File: src/rtl/instr_encoder_loader.sv
// Takes decoded instruction fields over a valid/ready handshake, encodes them
// into 32-bit MIPS-style words and writes them to consecutive memory addresses.
module instr_encoder_loader #(
  parameter int DEPTH  = 16,
  parameter int ADDR_W = 4
) (
  input  logic              clk,
  input  logic              rst,
  input  logic              in_valid,
  output logic              in_ready,
  input  logic [3:0]        op_sel,
  input  logic [4:0]        rs,
  input  logic [4:0]        rt,
  input  logic [4:0]        rd,
  input  logic [15:0]       imm,
  input  logic [25:0]       target,
  input  logic              clear,
  output logic              mem_we,
  output logic [ADDR_W-1:0] mem_addr,
  output logic [31:0]       mem_wdata,
  output logic [ADDR_W:0]   count,
  output logic              full,
  output logic              err
);

  typedef enum logic [1:0] {IDLE, ENC, WR, FULL} state_t;

  localparam logic [ADDR_W:0] LAST_CNT = (ADDR_W+1)'(DEPTH - 1);

  state_t      state;
  state_t      next_state;
  logic        xfer;
  logic        legal;
  logic [3:0]  op_q;
  logic [4:0]  rs_q;
  logic [4:0]  rt_q;
  logic [4:0]  rd_q;
  logic [15:0] imm_q;
  logic [25:0] target_q;
  logic [31:0] encoded;

  assign xfer  = in_valid & in_ready;
  assign legal = (op_sel <= 4'd8);

  always_ff @(posedge clk or posedge rst) begin
    if (rst) begin
      state <= IDLE;
    end else begin
      state <= next_state;
    end
  end

  always_comb begin
    next_state = state;
    case (state)
      IDLE:    if (xfer && legal) next_state = ENC;
      ENC:     next_state = WR;
      WR:      next_state = (count == LAST_CNT) ? FULL : IDLE;
      FULL:    next_state = FULL;
      default: next_state = IDLE;
    endcase
    // clear overrides everything, including a same-edge transfer
    if (clear) next_state = IDLE;
  end

  always_comb begin
    in_ready = (state == IDLE);
    full     = (state == FULL);
  end

  always_comb begin
    encoded = '0;
    case (op_q)
      4'd0:    encoded = {6'd0, rs_q, rt_q, rd_q, 5'd0, 6'h20};
      4'd1:    encoded = {6'd0, rs_q, rt_q, rd_q, 5'd0, 6'h22};
      4'd2:    encoded = {6'd0, rs_q, rt_q, rd_q, 5'd0, 6'h18};
      4'd3:    encoded = {6'd0, rs_q, rt_q, rd_q, 5'd0, 6'h2A};
      4'd4:    encoded = {6'd8,  rs_q, rt_q, imm_q};
      4'd5:    encoded = {6'd35, rs_q, rt_q, imm_q};
      4'd6:    encoded = {6'd43, rs_q, rt_q, imm_q};
      4'd7:    encoded = {6'd4,  rs_q, rt_q, imm_q};
      4'd8:    encoded = {6'd2, target_q};
      default: encoded = '0;
    endcase
  end

  // mem_we is registered at the end of WR, so address and count advance one
  // edge later, keeping mem_addr stable for the whole write strobe.
  always_ff @(posedge clk or posedge rst) begin
    if (rst) begin
      op_q      <= '0;
      rs_q      <= '0;
      rt_q      <= '0;
      rd_q      <= '0;
      imm_q     <= '0;
      target_q  <= '0;
      mem_wdata <= '0;
      mem_we    <= 1'b0;
      err       <= 1'b0;
      mem_addr  <= '0;
      count     <= '0;
    end else begin
      mem_we <= 1'b0;
      err    <= 1'b0;
      if (clear) begin
        mem_addr <= '0;
        count    <= '0;
      end else begin
        if (state == IDLE && xfer) begin
          if (legal) begin
            op_q     <= op_sel;
            rs_q     <= rs;
            rt_q     <= rt;
            rd_q     <= rd;
            imm_q    <= imm;
            target_q <= target;
          end else begin
            err <= 1'b1;
          end
        end
        if (state == ENC) mem_wdata <= encoded;
        if (state == WR)  mem_we    <= 1'b1;
        if (mem_we) begin
          count <= count + 1'b1;
          if (count != LAST_CNT) mem_addr <= mem_addr + 1'b1;
        end
      end
    end
  end

endmodule

File: config.mk
export PLATFORM = sky130hd
export DESIGN_NAME = instr_encoder_loader
export DESIGN_NICKNAME = d
export VERILOG_FILES = /design/src/rtl/instr_encoder_loader.sv
export SDC_FILE = /design/constraint.sdc
export NUM_CORES = 1
export LEC_CHECK = 0
export ABC_AREA = 1
export CAP_MARGIN = 25
export CORE_AREA = 2 2 114 89
export CTS_CLUSTER_SIZE = 10
export DETAILED_ROUTE_END_ITERATION = 6
export DIE_AREA = 0 0 116 91
export GPL_TIMING_DRIVEN = 1
export PLACE_DENSITY_LB_ADDON = 0.08
export RECOVER_POWER = 25
export SLEW_MARGIN = 40
export SYNTH_ARGS = -nofsm -noshare
export SYNTH_HDL_FRONTEND = slang
export SYNTH_SLANG_ARGS = --single-unit
File: constraint.sdc
create_clock -name clk -period 5.6 [get_ports clk]
set_clock_uncertainty 0.05 [all_clocks]
set_input_delay 1.68 -clock clk [delete_from_list [all_inputs] [get_ports clk]]
set_output_delay 1.68 -clock clk [all_outputs]
set_load 0.005 [all_outputs]
==> metrics, run 1 <==
outcome completed; WP data required 5.82 ns; vias per cell 5.14; Initial DRT Pass Iterations 6; Int Power 1.44 mW; crit start category input pin; Vias 4122; Arr. time, crit path 3.74 ns; hold buffers post-CTS 0; Pwr per Cell Area 339 mW/mm^2; worst hold path class flop to flop; Clock Pin Slew Worst Setup and Hold Paths 0.07 ns; crit-path max FO 61; Detail Placement HPWL 7770 um; Routed Antenna Nets 0; Max Transition Viols Final 0; post-synthesis sequential area ratio 0.566; cell taking the most area after synthesis dfrtp_1; RSZ-0062 raised after global routing false; register area 0.00260 mm^2; setup TNS 0 ns; Overall Power 2.05 mW; Clock Latency Late Sink 0.34 ns; CTS tree yes; DP Cell Count 786; clock network fraction of total power 0.295; first-pass GRT wire length 19200 um; part of the power in registers 0.480; Worst-Margin Slew 0.697 ns; Syn Nets 642; Logic pwr share 0.224; critical path class input pin to flop; Finished Core Util 0.644; IO buf count 108; Syn Inst Count 574; number of diodes 0; reg-to-reg slack, setup 3.72 ns; MaxCap Viol Count 0; total grt overflow 0; commonest non-fill, non-tap cell in the layout nand2_1; VDD IR max 208 uV; Post-CTS Setup Bufs 0; DRC errors left 0; Cell Count, Final, Fillers Out 802; reg2reg start op_q[3]; hold path startpoint rt_q[3]; Hold Vio Cnt, Final 0; CTS H-tree depth 3; Placer Congestion 0.810; drt total wl 11500 um; Worst slew margin 0.534; post-synthesis cell area 0.00459 mm^2; FP Rows 31; core area 0.00939 mm^2; multi-input combinational cell area 0.00181 mm^2; largest net degree at the start of global routing 85; Mapped Avg Cell Area 8.00 um^2; top-area cell type share of the netlist area 0.566; sw frac 0.299; switching power of the nets 0.612 mW; Unique masters post-synth 20; fillers 834; Die Y 91 um; #FFs+latches synth 104; Tcrit/Tclk final 0.628; # nets final 733; Syn-to-layout area delta 31.6%; endpoint class of the critical path flop; share of layout cells above drive strength 1 0.0433; largest cells by area after synthesis dfrtp_1 (57%), nand2_1 (23%), nand3_1 (11%); Leak 3.04 nW; post-CTS sizing 0; fmax 0.284 GHz; Boundary Pins 110; Root Buffer clkbuf_16; initial antenna violation count 0; first-iteration detailed-routing DRC count 294; final setup vio count 0; Initial Util 0.489; synth warn 0; most frequent cells in the layout nand2_1 (280), clkdlybuf4s50_1 (106), dfrtp_1 (104); WHS Endpoint rt_q[3]; Worst Reg-to-Reg Cells 7; Die Wd 116 um; hold_ws 0.423 ns; Reg-to-Reg End mem_wdata[14]; CTS Buf Count 9; # clock sinks 104; Final min period 3.52 ns; die area 0.0106 mm^2; DR WL/cell 14.3 um; Max Buffers Root-to-Sink 2; vias in the first global route 3840; Total GRT Usage 0.229; Hold Path Depth 2
[layer usage]
layer  GRT usage  share of wire  up-vias
li1            -              -     1995
met1       0.364           0.49     1966
met2       0.325           0.43      151
met3      0.0461          0.065       10
met4      0.0456         0.0074        0
met5           0              0        -
[flip-flops by register name, summed over array words and instances, names as in the netlist]
signal,count
op_q,4
mem_wdata,30
target_q,26
rt_q,5
imm_q,16
state,2
mem_addr,4
err,1
count,5
mem_we,1
rs_q,5
rd_q,5
[through the flow]
stage          cell area (um^2)  setup WS (ns)
6_report                   6050           2.08
3_5_place_dp               5750           1.86
2_1_floorplan              4590           1.14
3_3_place_gp               5740           1.78
4_1_cts                    6040           2.19
5_1_grt                    6050           1.96
[worst max-delay path, cell delays in order]
cell and delay [ns]:
dlygate4sd3_1 0.64, inv_2 0.18, nand2_1 0.12, nor3_4 0.20, buf_4 0.52, nand3_1 0.23, nand2_1 0.11
[power by group through the flow]
stage | registers, mW | logic [mW] | clock network [mW]
floorplan | 0.977 | 0.234 | 0
detailed placement | 0.996 | 0.462 | 0
CTS | 0.983 | 0.465 | 0.609
global placement | 0.989 | 0.448 | 0
global route | 1.00 | 0.518 | 0.641
finish | 0.985 | 0.460 | 0.606
[layout make-up]
class / instances / share of cell area
multi-input cells: 422 / 0.299
well taps: 132 / 0.0273
inverters: 16 / 0.0112
flip-flops and latches: 104 / 0.430
repair buffers: 112 / 0.184
clock inverters: 6 / 0.00828
clock buffers: 10 / 0.0395
[kinds of logic after synthesis]
kind of cell	share of synthesized area
other	0.000816
xor gates and xnor gates	0.00191
adders and majority gates	0.00817
AOI/OAI and AO/OA	0.0123
and+or+nand+nor	0.364
DFF	0.566
buffers and inverters	0.0460
[worst max path at each step]
stage | start | endpoint | slack (ns) | cells past startpoint
6_report | clear | imm_q[10] | 2.08 | 7
5_1_grt | clear | imm_q[10] | 1.96 | 7
4_1_cts | clear | imm_q[10] | 2.19 | 7
3_5_place_dp | clear | imm_q[10] | 1.86 | 7
3_3_place_gp | clear | state[0] | 1.78 | 6
2_1_floorplan | rst | count[0] | 1.14 | 1
[Yosys cell counts, drive strengths merged]
master / count
nand2: 282
dfrtp: 104
nand3: 101
buf: 21
nor2: 17
inv: 15
clkbuf: 11
a21oi: 5
o21ai: 5
nor3: 4
ha: 3
clkinv: 1
conb: 1
nand3b: 1
nor3b: 1
o22ai: 1
xor2: 1
Power figures use the tool's default switching activity.
==> run 2, diff against run 1 <==
Clock period 5.6 ns to 3.25 ns, I/O delays scaled along.
==> metrics, run 2 (synthesized netlist as in run 1, its figures left out) <==
outcome completed; Vias 4097; core area 0.00939 mm^2; vias per cell 5.08; Hold Path Depth 2; commonest non-fill, non-tap cell in the layout nand2_1; crit-path max FO 61; # nets final 737; Die Wd 116 um; drt total wl 11800 um; initial antenna violation count 0; Detail Placement HPWL 7880 um; setup TNS 0 ns; Worst Reg-to-Reg Cells 7; vias in the first global route 3983; Levels on crit path 7; CP most frequent cell nand2_1; worst hold path class flop to flop; Hold Vio Cnt, Final 0; first-pass GRT wire length 19900 um; CP max stage delay 0.63 ns; crit start category input pin; die area 0.0106 mm^2; setup slack after layout 0.609 ns; Initial DRT Pass Iterations 5; crit-path leading delay family buffers and inverters; Worst-Margin Slew 1.41 ns; Routed Antenna Nets 0; Worst slew margin 0.0585; Max Buffers Root-to-Sink 2; Total GRT Usage 0.240; MaxCap Viol Count 0; post-CTS sizing 0; hold buffers post-CTS 0; CTS H-tree depth 3; Clock Pin Slew Worst Setup and Hold Paths 0.07 ns; Tcrit/Tclk final 0.813; Overall Power 3.60 mW; first-iteration detailed-routing DRC count 297; endpoint class of the critical path flop; hold_ws 0.421 ns; Arr. time, crit path 2.88 ns; total grt overflow 0; VDD IR max 320 uV; CTS Buf Count 9; met1 Use GR 0.361; largest net degree at the start of global routing 105; number of diodes 0; Placer Congestion 0.801; RSZ-0062 raised after global routing false; critical path cell sequence dlygate4sd3_1 > inv_2 > nand2_1 > nor3_4 > buf_4 > nand3_1 > nand2_1; met3 GRT Util 0.0527; Reg with most FFs mem_wdata; IO buf count 108; register area 0.00260 mm^2; DP Cell Count 790; Clock Latency Late Sink 0.35 ns; Max Transition Viols Final 0; share of layout cells above drive strength 1 0.0490; DRC errors left 0; DR WL/cell 14.6 um; final setup vio count 0; Final min period 2.64 ns; Syn-to-layout area delta 32.4%; Leak 3.06 nW; met2 Use GR 0.352; WP data required 3.49 ns; FP Rows 31; Critical path buffers and inverters 3; Pwr per Cell Area 593 mW/mm^2; # clock sinks 104; fmax 0.379 GHz; critical path class input pin to flop; Boundary Pins 110; Cell Count, Final, Fillers Out 806; fillers 852; most frequent cells in the layout nand2_1 (280), clkdlybuf4s50_1 (106), dfrtp_1 (104); most used routing layer met1; Root Buffer clkbuf_16; multi-input combinational cell area 0.00180 mm^2; Top Registers mem_wdata (30), target_q (26), imm_q (16); Die Y 91 um; CTS tree yes; slowest cell on the critical path dlygate4sd3_1; Post-CTS Setup Bufs 0; dpl ws 0.356 ns; max FFs per register 30; Initial Util 0.489
run 2: cell count changes in the layout (fill, tap and decap cells not counted), sizes merged:
cell / delta
buf: +3
bufinv: +1
clkinv: -1
clkinvlp: +2
inv: -1
run 2: cell type report:
cell class                      count  area share
Sequential cell                   104       0.428
Inverter                           16      0.0105
Clock inverter                      7      0.0125
Clock buffer                        9      0.0370
Timing Repair Buffer              116       0.190
Multi-Input combinational cell    422       0.295
Tap cell                          132      0.0272
run 2: per-stage QoR:
step                      utilization  cell area, um^2
after floorplan                     -             4600
after global placement          0.617             5790
after detailed placement        0.617             5790
after CTS                       0.649             6090
after global routing            0.648             6080
final                           0.648             6080
run 2: worst paths after layout:
| kind | endpoint | from | slack (ns) |
|---|---|---|---|
| max reg2reg | mem_wdata[11] | op_q[3] | 1.36 |
| min | imm_q[11] | imm_q[11] | 0.42 |
| min reg2reg | imm_q[11] | imm_q[11] | 0.42 |
| min in group asynchronous | mem_wdata[17] | rst | 1.55 |
| max in group asynchronous | imm_q[0] | rst | 0.68 |
| max | imm_q[8] | clear | 0.61 |
run 2: layer usage:
| metal | wire length [um] | up-vias | part of all wire |
|---|---|---|---|
| met3 | 649 | 12 | 0.055 |
| met2 | 5140 | 119 | 0.44 |
| met1 | 5890 | 1957 | 0.50 |
| met5 | 0 | - | 0 |
| li1 | - | 2009 | - |
| met4 | 129 | 0 | 0.011 |
run 2: worst register-to-register path, stage by stage, from the launching register on:
cell and delay, ns:
dfrtp_1 0.38, inv_1 0.22, nor2_2 0.54, buf_4 0.32, nand3_1 0.09, nand3_1 0.10, nand2_1 0.06, nand2_1 0.07
run 2: power by group:
group	internal, mW	switching (mW)	total, mW
registers	1.54	0.154	1.69
logic	0.398	0.404	0.803
clock network	0.604	0.507	1.11
==> run 3, diff against run 2 <==
Clock period 3.25 ns to 2.6 ns, I/O delays scaled along.
==> metrics, run 3 (synthesized netlist as in run 1, its figures left out) <==
outcome completed; dpl cell area 0.00588 mm^2; first-pass GRT wire length 19900 um; reg2reg start op_q[3]; vias in the first global route 4005; start point of the critical path state[0]; DRC errors left 0; VDD IR max 326 uV; slowest cell on the critical path clkdlybuf4s50_1; Leak 3.11 nW; Tcrit/Tclk final 0.934; CP max stage delay 0.55 ns; initial antenna violation count 0; first-iteration detailed-routing DRC count 319; Reg-to-Reg End mem_wdata[8]; Pwr per Cell Area 734 mW/mm^2; DR WL/cell 14.6 um; Final min period 2.43 ns; vias per cell 5.06; Clock Latency Late Sink 0.35 ns; total grt overflow 0; crit-path max FO 6; drt total wl 11900 um; max FFs per register 30; Vias 4131; Routed Antenna Nets 0; Placer Congestion 0.825; Worst Reg-to-Reg Cells 7; fillers 838; Post-CTS Setup Bufs 0; Die Wd 116 um; reg-to-reg slack, setup 0.72 ns; Max Transition Viols Final 0; crit start category flop; die area 0.0106 mm^2; RSZ-0062 raised after global routing false; WP data required 1.77 ns; # clock sinks 104; setup TNS 0 ns; Die Y 91 um; critical path class flop to output pin; most frequent cells in the layout nand2_1 (280), clkdlybuf4s50_1 (106), dfrtp_1 (104); CTS Buf Count 9; hold buffers post-CTS 0; Max Buffers Root-to-Sink 2; # nets final 747; CTS H-tree depth 3; critical path cell sequence nor2_1 > clkdlybuf4s50_1; Clock Pin Slew Worst Setup and Hold Paths 0.07 ns; Top Registers mem_wdata (30), target_q (26), imm_q (16); Detail Placement HPWL 8500 um; share of layout cells above drive strength 1 0.0614; worst hold path class flop to flop; fmax 0.412 GHz; Hold Path Depth 2; FP Rows 31; Reg with most FFs mem_wdata; Worst Setup EP in_ready; Total GRT Usage 0.244; number of diodes 0; Arr. time, crit path 1.60 ns; Initial Util 0.489; Worst slew margin 0.465; Worst-Margin Slew 0.799 ns; CTS tree yes; largest net degree at the start of global routing 45; MaxCap Viol Count 0; IO buf count 108; commonest non-fill, non-tap cell in the layout nand2_1; endpoint class of the critical path output pin; core area 0.00939 mm^2; Syn-to-layout area delta 34.1%; Root Buffer clkbuf_16; final setup vio count 0; Design Area, Final 0.00616 mm^2; Boundary Pins 110; Initial DRT Pass Iterations 5; post-CTS sizing 0; Hold Vio Cnt, Final 0
-- run 3: cell types whose count changed in the layout (fill, tap and decap cells not counted), sizes merged --
cell	delta
clkinv	+1
inv	-3
clkbuf	+3
buf	+9
-- run 3: metrics by stage --
step	util	std cells	setup slack, ns	hold slack [ns]	power, mW
after CTS	0.659	816	0.169	0.426	4.56
after floorplan	-	574	0.524	0.392	2.61
after detailed placement	0.627	800	0.252	0.409	3.17
after global placement	0.627	800	0.296	0.405	3.14
final	0.656	816	0.172	0.421	4.52
after global routing	0.656	816	0.133	0.437	4.78
-- run 3: worst min path at each step --
| stage | from | to | slack [ns] |
|---|---|---|---|
| 2_1_floorplan | target_q[5] | target_q[5] | 0.39 |
| 3_3_place_gp | target_q[5] | target_q[5] | 0.40 |
| 3_5_place_dp | imm_q[8] | imm_q[8] | 0.41 |
| 4_1_cts | imm_q[8] | imm_q[8] | 0.43 |
| 5_1_grt | imm_q[10] | imm_q[10] | 0.44 |
| 6_report | imm_q[10] | imm_q[10] | 0.42 |
-- run 3: critical path: cells and delay by family (launching register included) --
family	cells	cell delay, ns
AND/OR/NAND/NOR	1	0.25
buffers and inverters	1	0.55
flip-flops	1	0.46
-- run 3: power by group --
group | switching, mW | internal, mW | total [mW]
Combinational | 0.503 | 0.515 | 1.02
Sequential | 0.197 | 1.92 | 2.12
Clock | 0.589 | 0.795 | 1.38
-- run 3: final cells by class --
| type | count | area (um^2) | area share |
|---|---|---|---|
| clock buffers | 11 | 253 | 0.0410 |
| clock inverters | 5 | 55.1 | 0.00894 |
| inverters | 16 | 61.3 | 0.00995 |
| multi-input cells | 422 | 1800 | 0.291 |
| flip-flops and latches | 104 | 2600 | 0.422 |
| well taps | 132 | 165 | 0.0268 |
| repair buffers | 126 | 1230 | 0.199 |
-- run 3: per-layer routing --
metal | vias up | track usage | wire [um]
met2 | 129 | 0.358 | 5380
met3 | 14 | 0.0487 | 661
li1 | 2019 | - | -
met1 | 1969 | 0.367 | 5720
met4 | 0 | 0.0744 | 166
met5 | - | 0 | 0
